<file path="config.mk">
export PLATFORM = sky130hd
export DESIGN_NAME = instr_fetch_unit
export DESIGN_NICKNAME = d
export VERILOG_FILES = /design/src/rtl/fetch_pkg.sv /design/src/rtl/fetch_queue.sv /design/src/rtl/instr_fetch_unit.sv
export SDC_FILE = /design/constraint.sdc
export NUM_CORES = 1
export LEC_CHECK = 0
export ABC_AREA = 1
export BUFFER_PORTS_ARGS = -buffer_cell sky130_fd_sc_hd__buf_4
export CORE_ASPECT_RATIO = 0.7
export CORE_MARGIN = 8
export CORE_UTILIZATION = 50
export CTS_CLUSTER_SIZE = 20
export DETAILED_ROUTE_END_ITERATION = 8
export PLACE_DENSITY = 0.72
export SLEW_MARGIN = 20
export SYNTH_ARGS = -nofsm -noshare
export SYNTH_HDL_FRONTEND = slang
export SYNTH_SLANG_ARGS = --single-unit
</file>
<file path="constraint.sdc">
create_clock -name clk -period 8.4 [get_ports clk]
set_input_delay 0.84 -clock clk [delete_from_list [all_inputs] [get_ports clk]]
set_output_delay 0.84 -clock clk [all_outputs]
set_load 0.01 [all_outputs]
</file>
<file path="src/rtl/fetch_pkg.sv">
// Shared types and constants for the instruction-fetch stage.
// Optional build macro: IFU_FAULT_DET_EN adds the HALT state used by
// unmapped-fetch fault detection.
package fetch_pkg;

  localparam logic [31:0] WORD_BYTES   = 32'd4;
  localparam logic [31:0] ROM_UNMAPPED = 32'hFFFF_FFFF;
  localparam logic [31:0] PC8_OFFSET   = 32'd8;

  typedef struct packed {
    logic [31:0] pc;
    logic [31:0] instr;
  } fetch_entry_t;

`ifdef IFU_FAULT_DET_EN
  typedef enum logic [1:0] {RUN, STALL, HALT} ifu_state_t;
`else
  typedef enum logic [1:0] {RUN, STALL} ifu_state_t;
`endif

  // Clear the byte-offset bits of an address.
  function automatic logic [31:0] word_align(input logic [31:0] adr);
    return {adr[31:2], 2'b00};
  endfunction

endpackage

</file>
<file path="src/rtl/fetch_queue.sv">
// Circular FIFO of fetch entries with push, pop and flush.
// Flush beats push; a pop and a push may coincide on a full queue.
// When empty, the head port keeps showing the last entry that was popped
// (zero after reset) so decode sees stable values.
module fetch_queue
  import fetch_pkg::*;
#(
  parameter int DEPTH = 2
) (
  input  logic         clk,
  input  logic         reset_n,
  input  logic         flush,
  input  logic         push,
  input  fetch_entry_t wr_entry,
  input  logic         pop,
  output fetch_entry_t head_entry,
  output logic         full,
  output logic         empty
);

  localparam int PW = $clog2(DEPTH);
  localparam int CW = PW + 1;

  fetch_entry_t  mem_q [DEPTH];
  logic [PW-1:0] wr_ptr_q, wr_ptr_d;
  logic [PW-1:0] rd_ptr_q, rd_ptr_d;
  logic [CW-1:0] count_q, count_d;
  fetch_entry_t  hold_q, hold_d;
  logic          pop_ok;
  logic          push_ok;

  assign empty   = (count_q == '0);
  assign full    = (count_q == CW'(DEPTH));
  assign pop_ok  = pop & ~empty;
  assign push_ok = push & (~full | pop_ok) & ~flush;

  assign head_entry = empty ? hold_q : mem_q[rd_ptr_q];

  // Pointer/count next state; flush empties the queue regardless of push.
  always_comb begin
    wr_ptr_d = wr_ptr_q;
    rd_ptr_d = rd_ptr_q;
    count_d  = count_q;
    hold_d   = hold_q;
    if (pop_ok) begin
      hold_d = mem_q[rd_ptr_q];
    end
    if (flush) begin
      wr_ptr_d = '0;
      rd_ptr_d = '0;
      count_d  = '0;
    end else begin
      if (push_ok) wr_ptr_d = wr_ptr_q + PW'(1);
      if (pop_ok)  rd_ptr_d = rd_ptr_q + PW'(1);
      count_d = count_q + CW'(push_ok) - CW'(pop_ok);
    end
  end

  // Control registers, cleared by reset.
  always_ff @(posedge clk) begin
    if (!reset_n) begin
      wr_ptr_q <= '0;
      rd_ptr_q <= '0;
      count_q  <= '0;
      hold_q   <= '0;
    end else begin
      wr_ptr_q <= wr_ptr_d;
      rd_ptr_q <= rd_ptr_d;
      count_q  <= count_d;
      hold_q   <= hold_d;
    end
  end

  // Entry storage; contents are only reachable through the pointers.
  always_ff @(posedge clk) begin
    if (reset_n && push_ok) begin
      mem_q[wr_ptr_q] <= wr_entry;
    end
  end

endmodule

</file>
<file path="src/rtl/instr_fetch_unit.sv">
// Instruction-fetch stage: owns the PC, addresses a combinational ROM,
// queues {pc, word} pairs and hands them to decode over valid/ready.
// Optional build macro: IFU_FAULT_DET_EN enables unmapped-fetch detection
// (fetch_fault port and HALT state).
module instr_fetch_unit
  import fetch_pkg::*;
#(
  parameter logic [31:0] RESET_PC = 32'h0000_0000,
  parameter int          QDEPTH   = 2
) (
  input  logic        clk,
  input  logic        reset_n,
  output logic [31:0] rom_adr,
  input  logic [31:0] rom_dout,
  input  logic        redirect_valid,
  input  logic [31:0] redirect_pc,
  output logic        out_valid,
  input  logic        out_ready,
  output logic [31:0] out_instr,
  output logic [31:0] out_pc,
  output logic [31:0] out_pc8
`ifdef IFU_FAULT_DET_EN
  ,
  output logic        fetch_fault
`endif
);

  logic [31:0]  pc_q, pc_d;
  logic [31:0]  pc8_hold_q, pc8_hold_d;
  ifu_state_t   state_q, state_d;
  logic         q_full, q_empty;
  logic         pop, push, unmapped;
  fetch_entry_t head;
  fetch_entry_t new_entry;

`ifdef IFU_FAULT_DET_EN
  logic fault_q, fault_d;
  assign unmapped    = (state_q == RUN) && (rom_dout == ROM_UNMAPPED);
  assign fetch_fault = fault_q;
`else
  assign unmapped = 1'b0;
`endif

  assign rom_adr   = pc_q;
  assign out_valid = ~q_empty;
  assign pop       = out_valid & out_ready;
  assign push      = (state_q == RUN) & ~redirect_valid & (~q_full | pop) & ~unmapped;
  assign new_entry = '{pc: pc_q, instr: rom_dout};

  fetch_queue #(.DEPTH(QDEPTH)) u_queue (
    .clk        (clk),
    .reset_n    (reset_n),
    .flush      (redirect_valid),
    .push       (push),
    .wr_entry   (new_entry),
    .pop        (pop),
    .head_entry (head),
    .full       (q_full),
    .empty      (q_empty)
  );

  assign out_instr = head.instr;
  assign out_pc    = head.pc;
  // The pc+8 view must read zero after reset, so it is held alongside the head.
  assign out_pc8   = q_empty ? pc8_hold_q : (head.pc + PC8_OFFSET);

  // PC and fetch-state next-state logic; redirect overrides everything.
  always_comb begin
    pc_d       = pc_q;
    state_d    = state_q;
    pc8_hold_d = pc8_hold_q;
`ifdef IFU_FAULT_DET_EN
    fault_d    = fault_q;
`endif
    if (pop) begin
      pc8_hold_d = head.pc + PC8_OFFSET;
    end
    if (redirect_valid) begin
      pc_d    = word_align(redirect_pc);
      state_d = RUN;
`ifdef IFU_FAULT_DET_EN
      fault_d = 1'b0;
`endif
    end else begin
      case (state_q)
        RUN: begin
          if (unmapped) begin
`ifdef IFU_FAULT_DET_EN
            state_d = HALT;
            fault_d = 1'b1;
`endif
          end else if (push) begin
            pc_d = pc_q + WORD_BYTES;
          end else begin
            // No push in RUN without a fault means full with no pop.
            state_d = STALL;
          end
        end
        STALL: begin
          if (pop) state_d = RUN;
        end
        default: begin
          // HALT: wait for redirect or reset.
          state_d = state_q;
        end
      endcase
    end
  end

  // State registers with synchronous active-low reset.
  always_ff @(posedge clk) begin
    if (!reset_n) begin
      pc_q       <= word_align(RESET_PC);
      state_q    <= RUN;
      pc8_hold_q <= '0;
`ifdef IFU_FAULT_DET_EN
      fault_q    <= 1'b0;
`endif
    end else begin
      pc_q       <= pc_d;
      state_q    <= state_d;
      pc8_hold_q <= pc8_hold_d;
`ifdef IFU_FAULT_DET_EN
      fault_q    <= fault_d;
`endif
    end
  end

endmodule

</file>
==> impl_metrics.json <==
{
  "cts-buffers-inserted": 26,
  "max_clock_freq_ghz": 0.2106,
  "status": "finished clean",
  "synth_async_sr_flop_share_pct": 0,
  "avgSynthCellArea_um2": 8.371,
  "worst_case_vdd_ir_drop_mv": 0.1616,
  "critPathBufInv": 2,
  "number_of_global_route_vias_before_repair": 9460,
  "max-clock-path-buffers": 3,
  "hpwl_um": 22620,
  "worst-slew-pin-transition_ns": 1.077,
  "critical_path_peak_fanout": 113,
  "cp_top_family": "simple AND/OR/NAND/NOR gates",
  "cpMaxStageDelayCell": "buf_4",
  "io-pin-count": 197,
  "final_min_period_over_clock_period_pct": 56.53,
  "final_setup_slack_of_the_worst_path_ns": 3.651,
  "rsz0062_at_grt": "false",
  "global_routing_met1_resource_utilization_pct": 31.81,
  "die_area_um2": 29910,
  "number_of_enable_flip_flop_cells_after_synthesis": 124,
  "drive_above_1_share_pct": 21.18,
  "drt-pass1-iter-count": 5,
  "cts.clk_slew.worst_paths_ns": 0.06,
  "fin_hold_ws_ns": 0.4447,
  "synth_cell_area_um2": 12280,
  "global_route.usage.met3_pct": 4.202,
  "worst_skew_pair.late_latency_ns": 0.54,
  "die_y_um": 147.1,
  "pin_count_of_the_biggest_net_entering_global_routing": 114,
  "cts_resized": 0,
  "cts_sinks": 252,
  "path_cells": "nor2_4, buf_4, nand2_1, nand2_1, nand2_2, nor2_1, nand2_1, nor2_1, nand2_1, nand2_1, nand3_1, o21ai_1, buf_4",
  "cp_data_required_time_ns": 7.56,
  "max_cap_viol_count": 0,
  "report.final.slew_viol_count": 0,
  "worst-endpoint-arrival_ns": 3.91,
  "r2r_slack_ns": 5.13,
  "worst_path_most_repeated_cell": "nand2_1",
  "yosys.cell_count.top_type": "nand2_1",
  "wire_per_inst_um": 16.70,
  "finalWorstPathRequiredPeriod_ns": 4.749,
  "dominantRegCellSynth": "dfxtp_1",
  "die_width_um": 203.3,
  "gr-usage-met2_pct": 31.04,
  "drt-vias-per-instance": 5.172,
  "power_leakage_nw": 5.888,
  "grt.overflow.total": 0,
  "post-cts-setup-buffer-count": 0,
  "initial_utilization_pct": 50.36,
  "port_buffers": 188,
  "worst_hold_path_type": "reg -> reg",
  "timing.max_slew.rel_slack_pct": 28.18,
  "slowest_delay_ns": 0.90,
  "post-synth-top-area-fraction_pct": 30.32,
  "grt_most_used_layer": "met1",
  "ys_types": 42,
  "via_count": 10150,
  "yosysSeqAreaShare_pct": 51.19,
  "htree_levels": 1,
  "ant_nets": 0,
  "cellPowerDensity_nw_per_um2": 218.9,
  "drc_errors": 0,
  "drt_iter0_drc": 782,
  "setup-violations-final": 0,
  "setup.worst_path.end_class": "output port",
  "flip_flop_and_latch_count_after_synthesis": 252,
  "design.core.area_um2": 24380,
  "start_kind": "register",
  "root_buffer": "clkbuf_16",
  "synth_top_cells_by_area": "edfxtp_1 (30%), dfxtp_1 (21%), nand2_1 (13%)",
  "clock_skew_ns": 0.01287,
  "preCtsSetupSlack_ns": 4.234,
  "layout-area-overhead-vs-synth_pct": 19.87,
  "synthCells": 1467,
  "ys_top_cells_by_count": "nand2_1 (434), nor2_1 (129), dfxtp_1 (128)",
  "detail_route.wirelength_um": 32790,
  "fin_setup_tns_ns": 0,
  "gr-usage-all-layers_pct": 21.09,
  "n_antenna_cell": 0,
  "clock_tree_from_tritoncts": "yes",
  "cts.hold.buffers_added": 0,
  "antenna_found_initial": 0,
  "grt_first_pass_wirelength_um": 51390,
  "finalHoldViolations": 0,
  "layout.nets": 1690,
  "num_rows": 48,
  "ys_warn_count": 0,
  "synth_largest_area_cell": "edfxtp_1",
  "critical_path_class": "reg -> out",
  "gp_congestion": 0.9156
}
## routing by layer
layer | routed length, um | part of all wire [%]
met3 | 2906 | 8.9
met5 | 0 | 0
met4 | 468 | 1.4
met1 | 15770 | 48
met2 | 13650 | 42
## where the power goes
part | total, mW | switching [mW] | internal, mW
registers | 1.40 | 0.0402 | 1.36
logic | 0.526 | 0.333 | 0.194
clock network | 1.30 | 0.504 | 0.796
total | 3.22 | 0.877 | 2.35
## sequential cells by signal, summed over array words and instances, names as in the netlist, named ones only
name,flops
u_queue.mem_q,124
u_queue.hold_q,62
pc8_hold_q,30
rom_adr,30
u_queue.count_q,2
state_q,1
u_queue.rd_ptr_q,1
u_queue.wr_ptr_q,1
## kinds of logic after synthesis
kind of cell | count (synthesis) | synth area share [%]
AO/OA/AOI/OAI | 244 | 11.14
XOR/XNOR | 31 | 2.211
adder cells (fa/ha/maj) | 4 | 0.4076
buffers and inverters | 180 | 6.816
flip-flops | 252 | 51.19
multiplexers | 32 | 2.608
other | 1 | 0.03054
AND/OR/NAND/NOR | 723 | 25.60
## cell usage in the layout (no fill, tap or decap), drive strengths merged, types with 22 or more instances in the layout
master  instances
nor2          155
nand3          55
a21oi          70
mux2i          32
a31oi          22
buf           197
nand2         493
dfxtp         128
clkbuf         27
edfxtp        124
a211oi         34
o21ai         115
inv           101
## through the flow
step	std cells	instance area, um2	power [mW]	util, %
after floorplan	1472	12300	1.735	-
after global placement	1915	13750	1.936	56.38
after detailed placement	1915	13750	1.947	56.38
after CTS	1963	14720	3.240	60.37
after global routing	1963	14720	3.349	60.37
final	1963	14720	3.223	60.37
## worst register-to-register path: stages (launching register included)
cell and delay, ns:
dfxtp_1 0.37, nor2_4 0.56, buf_4 0.91, nand2_1 0.22, nand2_4 0.19, nand2_1 0.12
nor2_1 0.18, nand2_1 0.08, nor2_2 0.17, nor2_1 0.07, nor2_2 0.14, nand2_1 0.07
nand2_1 0.08, inv_1 0.03
## final cells by class
cell class	count	area, um2
Clock buffer	27	664.4
Clock inverter	21	307.8
Fill cell	2190	9663
Inverter	101	381.6
Multi-Input combinational cell	1040	5194
Sequential cell	252	6287
Tap cell	325	406.6
Timing Repair Buffer	197	1479
## final timing paths
| kind | from | end | cells after the start |
|---|---|---|---|
| setup / recovery | u_queue.count_q[1] | out_pc8[28] | 13 |
| hold / removal | state_q[0] | state_q[0] | 1 |
| setup reg to reg | u_queue.count_q[1] | pc8_hold_q[15] | 13 |
| hold reg to reg | state_q[0] | state_q[0] | 1 |
Note: power is estimated with default switching activity, not from simulation.
